$ cat config.mk
export PLATFORM = sky130hd
export DESIGN_NAME = alu_result_skid_flat
export DESIGN_NICKNAME = d
export VERILOG_FILES = /design/src/rtl/alu_pkg.sv /design/src/rtl/alu_result_skid_if.sv /design/src/rtl/alu_flag_gen.sv /design/src/rtl/alu_result_skid.sv /design/src/flat_wrapper.sv
export SDC_FILE = /design/constraint.sdc
export NUM_CORES = 1
export LEC_CHECK = 0
export ABC_AREA = 1
export CAP_MARGIN = 0
export CORE_MARGIN = 3
export CORE_UTILIZATION = 51
export CTS_CLUSTER_DIAMETER = 50
export CTS_CLUSTER_SIZE = 28
export DETAILED_ROUTE_END_ITERATION = 7
export PLACE_DENSITY = 0.92
export SLEW_MARGIN = 20
export SYNTH_ARGS = -nofsm -noshare
export SYNTH_HDL_FRONTEND = slang
export SYNTH_SLANG_ARGS = --single-unit
$ cat constraint.sdc
create_clock -name clk -period 2.28 [get_ports clk]
set_clock_uncertainty 0.2 [all_clocks]
set_input_delay 0.342 -clock clk [delete_from_list [all_inputs] [get_ports clk]]
set_output_delay 0.342 -clock clk [all_outputs]
set_load 0.01 [all_outputs]
$ cat src/rtl/alu_pkg.sv
// alu_pkg: shared defaults and types for the EX-stage ALU result skid stage.
//   ALU_WIDTH / ALU_RD_W : default datapath and destination-index widths
//   alu_flags_t          : packed {zero, neg, carry, ovf} flag bundle
//   skid_state_t         : skid occupancy; bit 0 = main valid, bit 1 = skid valid
package alu_pkg;

   localparam int unsigned ALU_WIDTH = 64;
   localparam int unsigned ALU_RD_W  = 5;

   typedef struct packed {
      logic zero;
      logic neg;
      logic carry;
      logic ovf;
   } alu_flags_t;

   // Encoding chosen so the valid bits are the state flops themselves.
   typedef enum logic [1:0] {
      EMPTY = 2'b00,
      ONE   = 2'b01,
      FULL  = 2'b11
   } skid_state_t;

endpackage

$ cat src/rtl/alu_result_skid_if.sv
// alu_result_skid_if: upstream (adder/subtractor) and downstream (EX/MEM) handshake bundle.
//   master : environment side; drives in_* payload, in_valid and out_ready
//   slave  : skid stage side; drives in_ready, out_valid and registered out_* payload
interface alu_result_skid_if
   import alu_pkg::*;
#(
   parameter int unsigned WIDTH = ALU_WIDTH,
   parameter int unsigned RD_W  = ALU_RD_W
);

   logic             in_valid;
   logic             in_ready;
   logic [WIDTH-1:0] in_diff;
   logic             in_cout;
   logic             in_a_msb;
   logic             in_b_msb;
   logic             in_sub;
   logic [RD_W-1:0]  in_rd;
   logic             in_wb_en;

   logic             out_valid;
   logic             out_ready;
   logic [WIDTH-1:0] out_result;
   logic [RD_W-1:0]  out_rd;
   logic             out_wb_en;
   logic             out_zero;
   logic             out_neg;
   logic             out_carry;
   logic             out_ovf;

   modport master (
      output in_valid, in_diff, in_cout, in_a_msb, in_b_msb, in_sub, in_rd, in_wb_en,
      output out_ready,
      input  in_ready,
      input  out_valid, out_result, out_rd, out_wb_en, out_zero, out_neg, out_carry, out_ovf
   );

   modport slave (
      input  in_valid, in_diff, in_cout, in_a_msb, in_b_msb, in_sub, in_rd, in_wb_en,
      input  out_ready,
      output in_ready,
      output out_valid, out_result, out_rd, out_wb_en, out_zero, out_neg, out_carry, out_ovf
   );

endinterface

$ cat src/rtl/alu_flag_gen.sv
// alu_flag_gen: combinational zero/negative/carry/overflow derivation from the raw
// adder/subtractor result.
//   diff_i    : Diff/Sum
//   cout_i    : raw carry-out (for subtract, 1 = no borrow)
//   a_msb_i   : operand A sign bit
//   b_msb_i   : operand B sign bit before inversion
//   sub_i     : 1 = subtract, 0 = add
//   flags_o_c : combinational flag bundle
module alu_flag_gen
   import alu_pkg::*;
#(
   parameter int unsigned WIDTH = ALU_WIDTH
) (
   input  logic [WIDTH-1:0] diff_i,
   input  logic             cout_i,
   input  logic             a_msb_i,
   input  logic             b_msb_i,
   input  logic             sub_i,
   output alu_flags_t       flags_o_c
);

   // Effective B sign as seen by the adder; subtract feeds ~B.
   logic b_eff_c;
   assign b_eff_c = b_msb_i ^ sub_i;

   always_comb begin
      flags_o_c       = '0;
      flags_o_c.zero  = (diff_i == '0);
      flags_o_c.neg   = diff_i[WIDTH-1];
      flags_o_c.carry = cout_i;
      flags_o_c.ovf   = (a_msb_i == b_eff_c) && (diff_i[WIDTH-1] != a_msb_i);
   end

endmodule

$ cat src/rtl/alu_result_skid.sv
// alu_result_skid: registered two-entry valid/ready skid stage between the EX-stage
// 64-bit adder/subtractor and EX/MEM. Breaks the carry-chain path into MEM logic and
// lets MEM stall without losing an in-flight result.
//   clk   : rising-edge clock
//   rst_n : asynchronous active-low reset
//   flush : synchronous flush; drops both entries and any same-cycle input
//   bus   : slave side of alu_result_skid_if (in_* upstream, out_* downstream)
// Build option: define ALU_FLAGS_EN to compute and store flags; otherwise the flag
// outputs are tied low and in_a_msb/in_b_msb/in_sub/in_cout are ignored.
module alu_result_skid
   import alu_pkg::*;
#(
   parameter int unsigned WIDTH = ALU_WIDTH,
   parameter int unsigned RD_W  = ALU_RD_W
) (
   input  logic               clk,
   input  logic               rst_n,
   input  logic               flush,
   alu_result_skid_if.slave   bus
);

   skid_state_t state_q, state_d;
   logic        main_valid;
   logic        skid_valid;
   logic        accept_c;
   logic        release_c;
   logic        load_main_in_c;
   logic        load_main_skid_c;
   logic        load_skid_c;

   logic [WIDTH-1:0] main_result_q, main_result_d;
   logic [RD_W-1:0]  main_rd_q, main_rd_d;
   logic             main_wb_q, main_wb_d;
   logic [WIDTH-1:0] skid_result_q, skid_result_d;
   logic [RD_W-1:0]  skid_rd_q, skid_rd_d;
   logic             skid_wb_q, skid_wb_d;

   assign main_valid = state_q[0];
   assign skid_valid = state_q[1];
   assign accept_c   = bus.in_valid && !skid_valid;
   assign release_c  = main_valid && bus.out_ready;

   // Occupancy control and entry load selects.
   always_comb begin
      state_d          = state_q;
      load_main_in_c   = 1'b0;
      load_main_skid_c = 1'b0;
      load_skid_c      = 1'b0;
      if (flush) begin
         state_d = EMPTY;
      end else begin
         case (state_q)
            EMPTY: begin
               if (accept_c) begin
                  state_d        = ONE;
                  load_main_in_c = 1'b1;
               end
            end
            ONE: begin
               if (accept_c && !release_c) begin
                  state_d     = FULL;
                  load_skid_c = 1'b1;
               end else if (accept_c && release_c) begin
                  load_main_in_c = 1'b1;
               end else if (release_c) begin
                  state_d = EMPTY;
               end
            end
            FULL: begin
               if (release_c) begin
                  state_d          = ONE;
                  load_main_skid_c = 1'b1;
               end
            end
            default: state_d = EMPTY;
         endcase
      end
   end

   // Payload next-state; flush leaves payload untouched.
   always_comb begin
      main_result_d = main_result_q;
      main_rd_d     = main_rd_q;
      main_wb_d     = main_wb_q;
      skid_result_d = skid_result_q;
      skid_rd_d     = skid_rd_q;
      skid_wb_d     = skid_wb_q;
      if (load_main_in_c) begin
         main_result_d = bus.in_diff;
         main_rd_d     = bus.in_rd;
         main_wb_d     = bus.in_wb_en;
      end else if (load_main_skid_c) begin
         main_result_d = skid_result_q;
         main_rd_d     = skid_rd_q;
         main_wb_d     = skid_wb_q;
      end
      if (load_skid_c) begin
         skid_result_d = bus.in_diff;
         skid_rd_d     = bus.in_rd;
         skid_wb_d     = bus.in_wb_en;
      end
   end

   always_ff @(posedge clk or negedge rst_n) begin
      if (!rst_n) begin
         state_q       <= EMPTY;
         main_result_q <= '0;
         main_rd_q     <= '0;
         main_wb_q     <= 1'b0;
         skid_result_q <= '0;
         skid_rd_q     <= '0;
         skid_wb_q     <= 1'b0;
      end else begin
         state_q       <= state_d;
         main_result_q <= main_result_d;
         main_rd_q     <= main_rd_d;
         main_wb_q     <= main_wb_d;
         skid_result_q <= skid_result_d;
         skid_rd_q     <= skid_rd_d;
         skid_wb_q     <= skid_wb_d;
      end
   end

   assign bus.in_ready   = !skid_valid;
   assign bus.out_valid  = main_valid;
   assign bus.out_result = main_result_q;
   assign bus.out_rd     = main_rd_q;
   assign bus.out_wb_en  = main_wb_q;

`ifdef ALU_FLAGS_EN
   alu_flags_t in_flags_c;
   alu_flags_t main_flags_q, main_flags_d;
   alu_flags_t skid_flags_q, skid_flags_d;

   alu_flag_gen #(
      .WIDTH (WIDTH)
   ) u_flag_gen (
      .diff_i    (bus.in_diff),
      .cout_i    (bus.in_cout),
      .a_msb_i   (bus.in_a_msb),
      .b_msb_i   (bus.in_b_msb),
      .sub_i     (bus.in_sub),
      .flags_o_c (in_flags_c)
   );

   // Flags follow their payload through the same load selects.
   always_comb begin
      main_flags_d = main_flags_q;
      skid_flags_d = skid_flags_q;
      if (load_main_in_c) begin
         main_flags_d = in_flags_c;
      end else if (load_main_skid_c) begin
         main_flags_d = skid_flags_q;
      end
      if (load_skid_c) begin
         skid_flags_d = in_flags_c;
      end
   end

   always_ff @(posedge clk or negedge rst_n) begin
      if (!rst_n) begin
         main_flags_q <= '0;
         skid_flags_q <= '0;
      end else begin
         main_flags_q <= main_flags_d;
         skid_flags_q <= skid_flags_d;
      end
   end

   assign bus.out_zero  = main_flags_q.zero;
   assign bus.out_neg   = main_flags_q.neg;
   assign bus.out_carry = main_flags_q.carry;
   assign bus.out_ovf   = main_flags_q.ovf;
`else
   assign bus.out_zero  = 1'b0;
   assign bus.out_neg   = 1'b0;
   assign bus.out_carry = 1'b0;
   assign bus.out_ovf   = 1'b0;
`endif

endmodule
$ cat src/flat_wrapper.sv
// flat-port wrapper written by rule: the top's interface ports become plain ports
module alu_result_skid_flat import alu_pkg::*;
#(
   parameter int unsigned WIDTH = ALU_WIDTH,
   parameter int unsigned RD_W  = ALU_RD_W
)
  (clk, rst_n, flush, bus_in_valid, bus_in_diff, bus_in_cout, bus_in_a_msb, bus_in_b_msb, bus_in_sub, bus_in_rd, bus_in_wb_en, bus_out_ready, bus_in_ready, bus_out_valid, bus_out_result, bus_out_rd, bus_out_wb_en, bus_out_zero, bus_out_neg, bus_out_carry, bus_out_ovf);
  alu_result_skid_if #(.WIDTH(WIDTH), .RD_W(RD_W)) bus_i ();
  input  logic clk;
  input  logic rst_n;
  input  logic flush;
  input wire logic [$bits(bus_i.in_valid)-1:0] bus_in_valid;
  input wire logic [$bits(bus_i.in_diff)-1:0] bus_in_diff;
  input wire logic [$bits(bus_i.in_cout)-1:0] bus_in_cout;
  input wire logic [$bits(bus_i.in_a_msb)-1:0] bus_in_a_msb;
  input wire logic [$bits(bus_i.in_b_msb)-1:0] bus_in_b_msb;
  input wire logic [$bits(bus_i.in_sub)-1:0] bus_in_sub;
  input wire logic [$bits(bus_i.in_rd)-1:0] bus_in_rd;
  input wire logic [$bits(bus_i.in_wb_en)-1:0] bus_in_wb_en;
  input wire logic [$bits(bus_i.out_ready)-1:0] bus_out_ready;
  output wire logic [$bits(bus_i.in_ready)-1:0] bus_in_ready;
  output wire logic [$bits(bus_i.out_valid)-1:0] bus_out_valid;
  output wire logic [$bits(bus_i.out_result)-1:0] bus_out_result;
  output wire logic [$bits(bus_i.out_rd)-1:0] bus_out_rd;
  output wire logic [$bits(bus_i.out_wb_en)-1:0] bus_out_wb_en;
  output wire logic [$bits(bus_i.out_zero)-1:0] bus_out_zero;
  output wire logic [$bits(bus_i.out_neg)-1:0] bus_out_neg;
  output wire logic [$bits(bus_i.out_carry)-1:0] bus_out_carry;
  output wire logic [$bits(bus_i.out_ovf)-1:0] bus_out_ovf;
  assign bus_i.in_valid = bus_in_valid;
  assign bus_i.in_diff = bus_in_diff;
  assign bus_i.in_cout = bus_in_cout;
  assign bus_i.in_a_msb = bus_in_a_msb;
  assign bus_i.in_b_msb = bus_in_b_msb;
  assign bus_i.in_sub = bus_in_sub;
  assign bus_i.in_rd = bus_in_rd;
  assign bus_i.in_wb_en = bus_in_wb_en;
  assign bus_i.out_ready = bus_out_ready;
  assign bus_in_ready = bus_i.in_ready;
  assign bus_out_valid = bus_i.out_valid;
  assign bus_out_result = bus_i.out_result;
  assign bus_out_rd = bus_i.out_rd;
  assign bus_out_wb_en = bus_i.out_wb_en;
  assign bus_out_zero = bus_i.out_zero;
  assign bus_out_neg = bus_i.out_neg;
  assign bus_out_carry = bus_i.out_carry;
  assign bus_out_ovf = bus_i.out_ovf;
  alu_result_skid #(.WIDTH(WIDTH), .RD_W(RD_W)) u_core (.clk(clk), .rst_n(rst_n), .flush(flush), .bus(bus_i));
endmodule
==> impl_results.md <==
- Outcome: finished clean
- Initial antenna violation count: 0
- Routed Antenna Nets: 0
- Worst IR Drop VDD: 0.613 mV
- DR WL met3: roughly 1300 um
- Remaining Overflow, GRT: 0
- Final wirelength: 19100 um
- Synth Register Bits: 142
- Die Area: 15200 um^2
- Least-Margin Pin Slew: roughly 0.51 ns
- Initial Util: 0.525
- Worst-Skew Late Latency: 0.42 ns
- Hold Vio Cnt, Final: 0
- Hold slack: 0.251 ns
- Top sig layer: met4
- Minimum clock period: 2.08 ns
- Via/cell ratio: 5.61
- Post-route cell area: 9280 um^2
- Final period util: 0.912
- Num rows: 42
- Core Area: 13300 um^2
- Reg-to-Reg Start: u_core.state_q[1]$_DFFE_PN0P_
- Wirelength per Cell: 15.9 um
- Max-cap violations: 0
- Worst-path maximum fanout: 5
- Fmax: 481 MHz
- Crit path kind: reg2out
- Tot Pwr: 11700 uW
- CTS Sinks: 142
- Slew HR: 0.661
- FILL cells: 1039
- Slew Limit Fails: 0
- Number of distinct library cells after synthesis: 21
- P&R area growth vs syn: 32.3%
- Core occupancy in the finished layout: 0.695
- Min-delay worst type: in2async
- CP Data Arrival Time: 1.54 ns
- Endpoint class of the critical path: output port
- I/O pin cnt: about 160
- GRT Util Overall: 0.260
- DRT iter0 DRCs: 666
- Setup TNS Final: 0 ns
- DRC Markers: 0
- Clock Tree Root: clkbuf_16
- Vias in the first global route: ~6500
- Worst Setup SP: u_core.state_q[1]$_DFFE_PN0P_
- CTS tree: done
- Mapped Area: 7010 um^2
- Total number of vias: 6729
- Mean post-synth cell area: 7.84 um^2
- Post-CTS Setup Inserts: 0
- Largest net degree at the start of global routing: 79
- Post-DP HPWL: 11900 um
- RSZ-0062 raised after global routing: false
- Placed Area: 8650 um^2
- Number of CTS-inserted buffers: 17
- Sequential fraction of the synthesis area: 0.507
- Routability cong.: 0.798
- Register area: 3550 um^2
- First-pass GRT wire length: 31400 um
- Multi-input logic area: 2790 um^2
- Share of layout cells above drive strength 1: 0.0645
- # diodes: 0
- Die Width: between 100 and 150 um
- Leakage: approximately 0.0047 uW
- DR WL met2: 9590 um
- Clk buf depth: 2
- First drt pass iteration count: 5
- Cells after Synth: ~900
- Pwr per Cell Area: 1260 nW/um^2
- Post-layout nets: 1093
- Worst-path clk slew: 0.06 ns
- Yosys warnings: 0
- Commonest non-fill, non-tap cell in the layout: nand2_1
- # setup viols final: 0
- Vert. Die Dim: 123 um
- Data required time of the worst path: 1.74 ns
- Routed length on met1: 7580 um
- H-tree depth: 4
- Worst Setup Start Kind: register
- Most frequent cells in the layout: 293 x nand2_1, 145 x clkdlybuf4s50_1, 143 x nand3_1
- IO Port Bufs: 146
per-layer routing:
| layer | vias up | GRT usage |
|---|---|---|
| li1 | 3140 | - |
| met1 | 3203 | 0.336 |
| met2 | 340 | 0.430 |
| met3 | 46 | 0.0444 |
| met4 | 0 | 0.116 |
| met5 | - | 0 |
Yosys cell counts (all sizes together):
| cell | n | area share |
|---|---|---|
| nand2 | 297 | 0.16 |
| o21ai | 70 | 0.050 |
| nor2 | 9 | 0.0070 |
| clkbuf | 20 | 0.011 |
| dfrtp | 142 | 0.51 |
| or2 | 1 | 0.00089 |
| clkinv | 1 | 0.00071 |
| conb | 1 | 0.00053 |
| nand3 | 145 | 0.10 |
| ha | 4 | 0.0071 |
| nand4 | 70 | 0.062 |
| inv | 78 | 0.042 |
| buf | 57 | 0.047 |
sequential cells by signal, summed over array words and instances (netlist names):
signal                 flops
u_core.bus.out_rd          5
u_core.bus.out_result     64
u_core.bus.out_wb_en       1
u_core.skid_rd_q           5
u_core.skid_result_q      64
u_core.skid_wb_q           1
u_core.state_q             2
report_power, final:
| part | internal, uW | total [uW] | leakage (uW) | switching (uW) |
|---|---|---|---|---|
| clock | 1890 | 2910 | 0.000308 | 1020 |
| combinational | 2160 | 4270 | 0.00265 | 2110 |
| sequential | 3760 | 4500 | 0.00171 | 742 |
cells by family (layout without fill, tap and decap cells):
| family | count (synthesis) | in the layout | share of synthesized area |
|---|---|---|---|
| DFF | 142 | 142 | 0.507 |
| AOI/OAI and AO/OA | 70 | 70 | 0.0500 |
| other | 1 | 4 | 0.000535 |
| adders and majority gates | 4 | 4 | 0.00714 |
| and+or+nand+nor | 522 | 522 | 0.335 |
| buffers and inverters | 156 | 281 | 0.100 |
through the flow:
stage	instances	setup slack (ns)
finish	1199	0.200
global route	1199	0.111
CTS	1199	0.177
detailed placement	1166	0.0595
global placement	1166	0.0701
floorplan	898	0.545
critical path, cell delays in order, from the launching register on:
cell,delay [ns]
dfrtp_1,0.44
inv_2,0.13
clkdlybuf4s50_1,0.55
area by class of cell:
| class | instances | share of cell area |
|---|---|---|
| Tap cell | 176 | 0.0237 |
| Clock buffer | 27 | 0.0564 |
| Clock inverter | 5 | 0.0108 |
| Timing Repair Buffer | 170 | 0.194 |
| Multi-Input combinational cell | 600 | 0.301 |
| Inverter | 79 | 0.0321 |
| Sequential cell | 142 | 0.383 |
final timing paths:
| path | end | slack [ns] | depth (start not counted) |
|---|---|---|---|
| setup / recovery | bus_in_ready | 0.20 | 2 |
| hold / removal | u_core.skid_result_q[2]$_DFFE_PN0P_ | 0.25 | 2 |
| setup reg to reg | u_core.bus.out_result[10]$_DFFE_PN0P_ | 0.29 | 9 |
| hold reg to reg | u_core.skid_result_q[46]$_DFFE_PN0P_ | 0.28 | 2 |
| max in group asynchronous | u_core.skid_result_q[18]$_DFFE_PN0P_ | 0.95 | 3 |
| min in group clk | u_core.skid_result_q[46]$_DFFE_PN0P_ | 0.28 | 2 |
repair_timing:
action,CTS,global route
endpoints found under the hold margin,48,0
resized for setup,0,0
hold buffers,1,0
No activity file was read; power rests on OpenSTA's default activity.
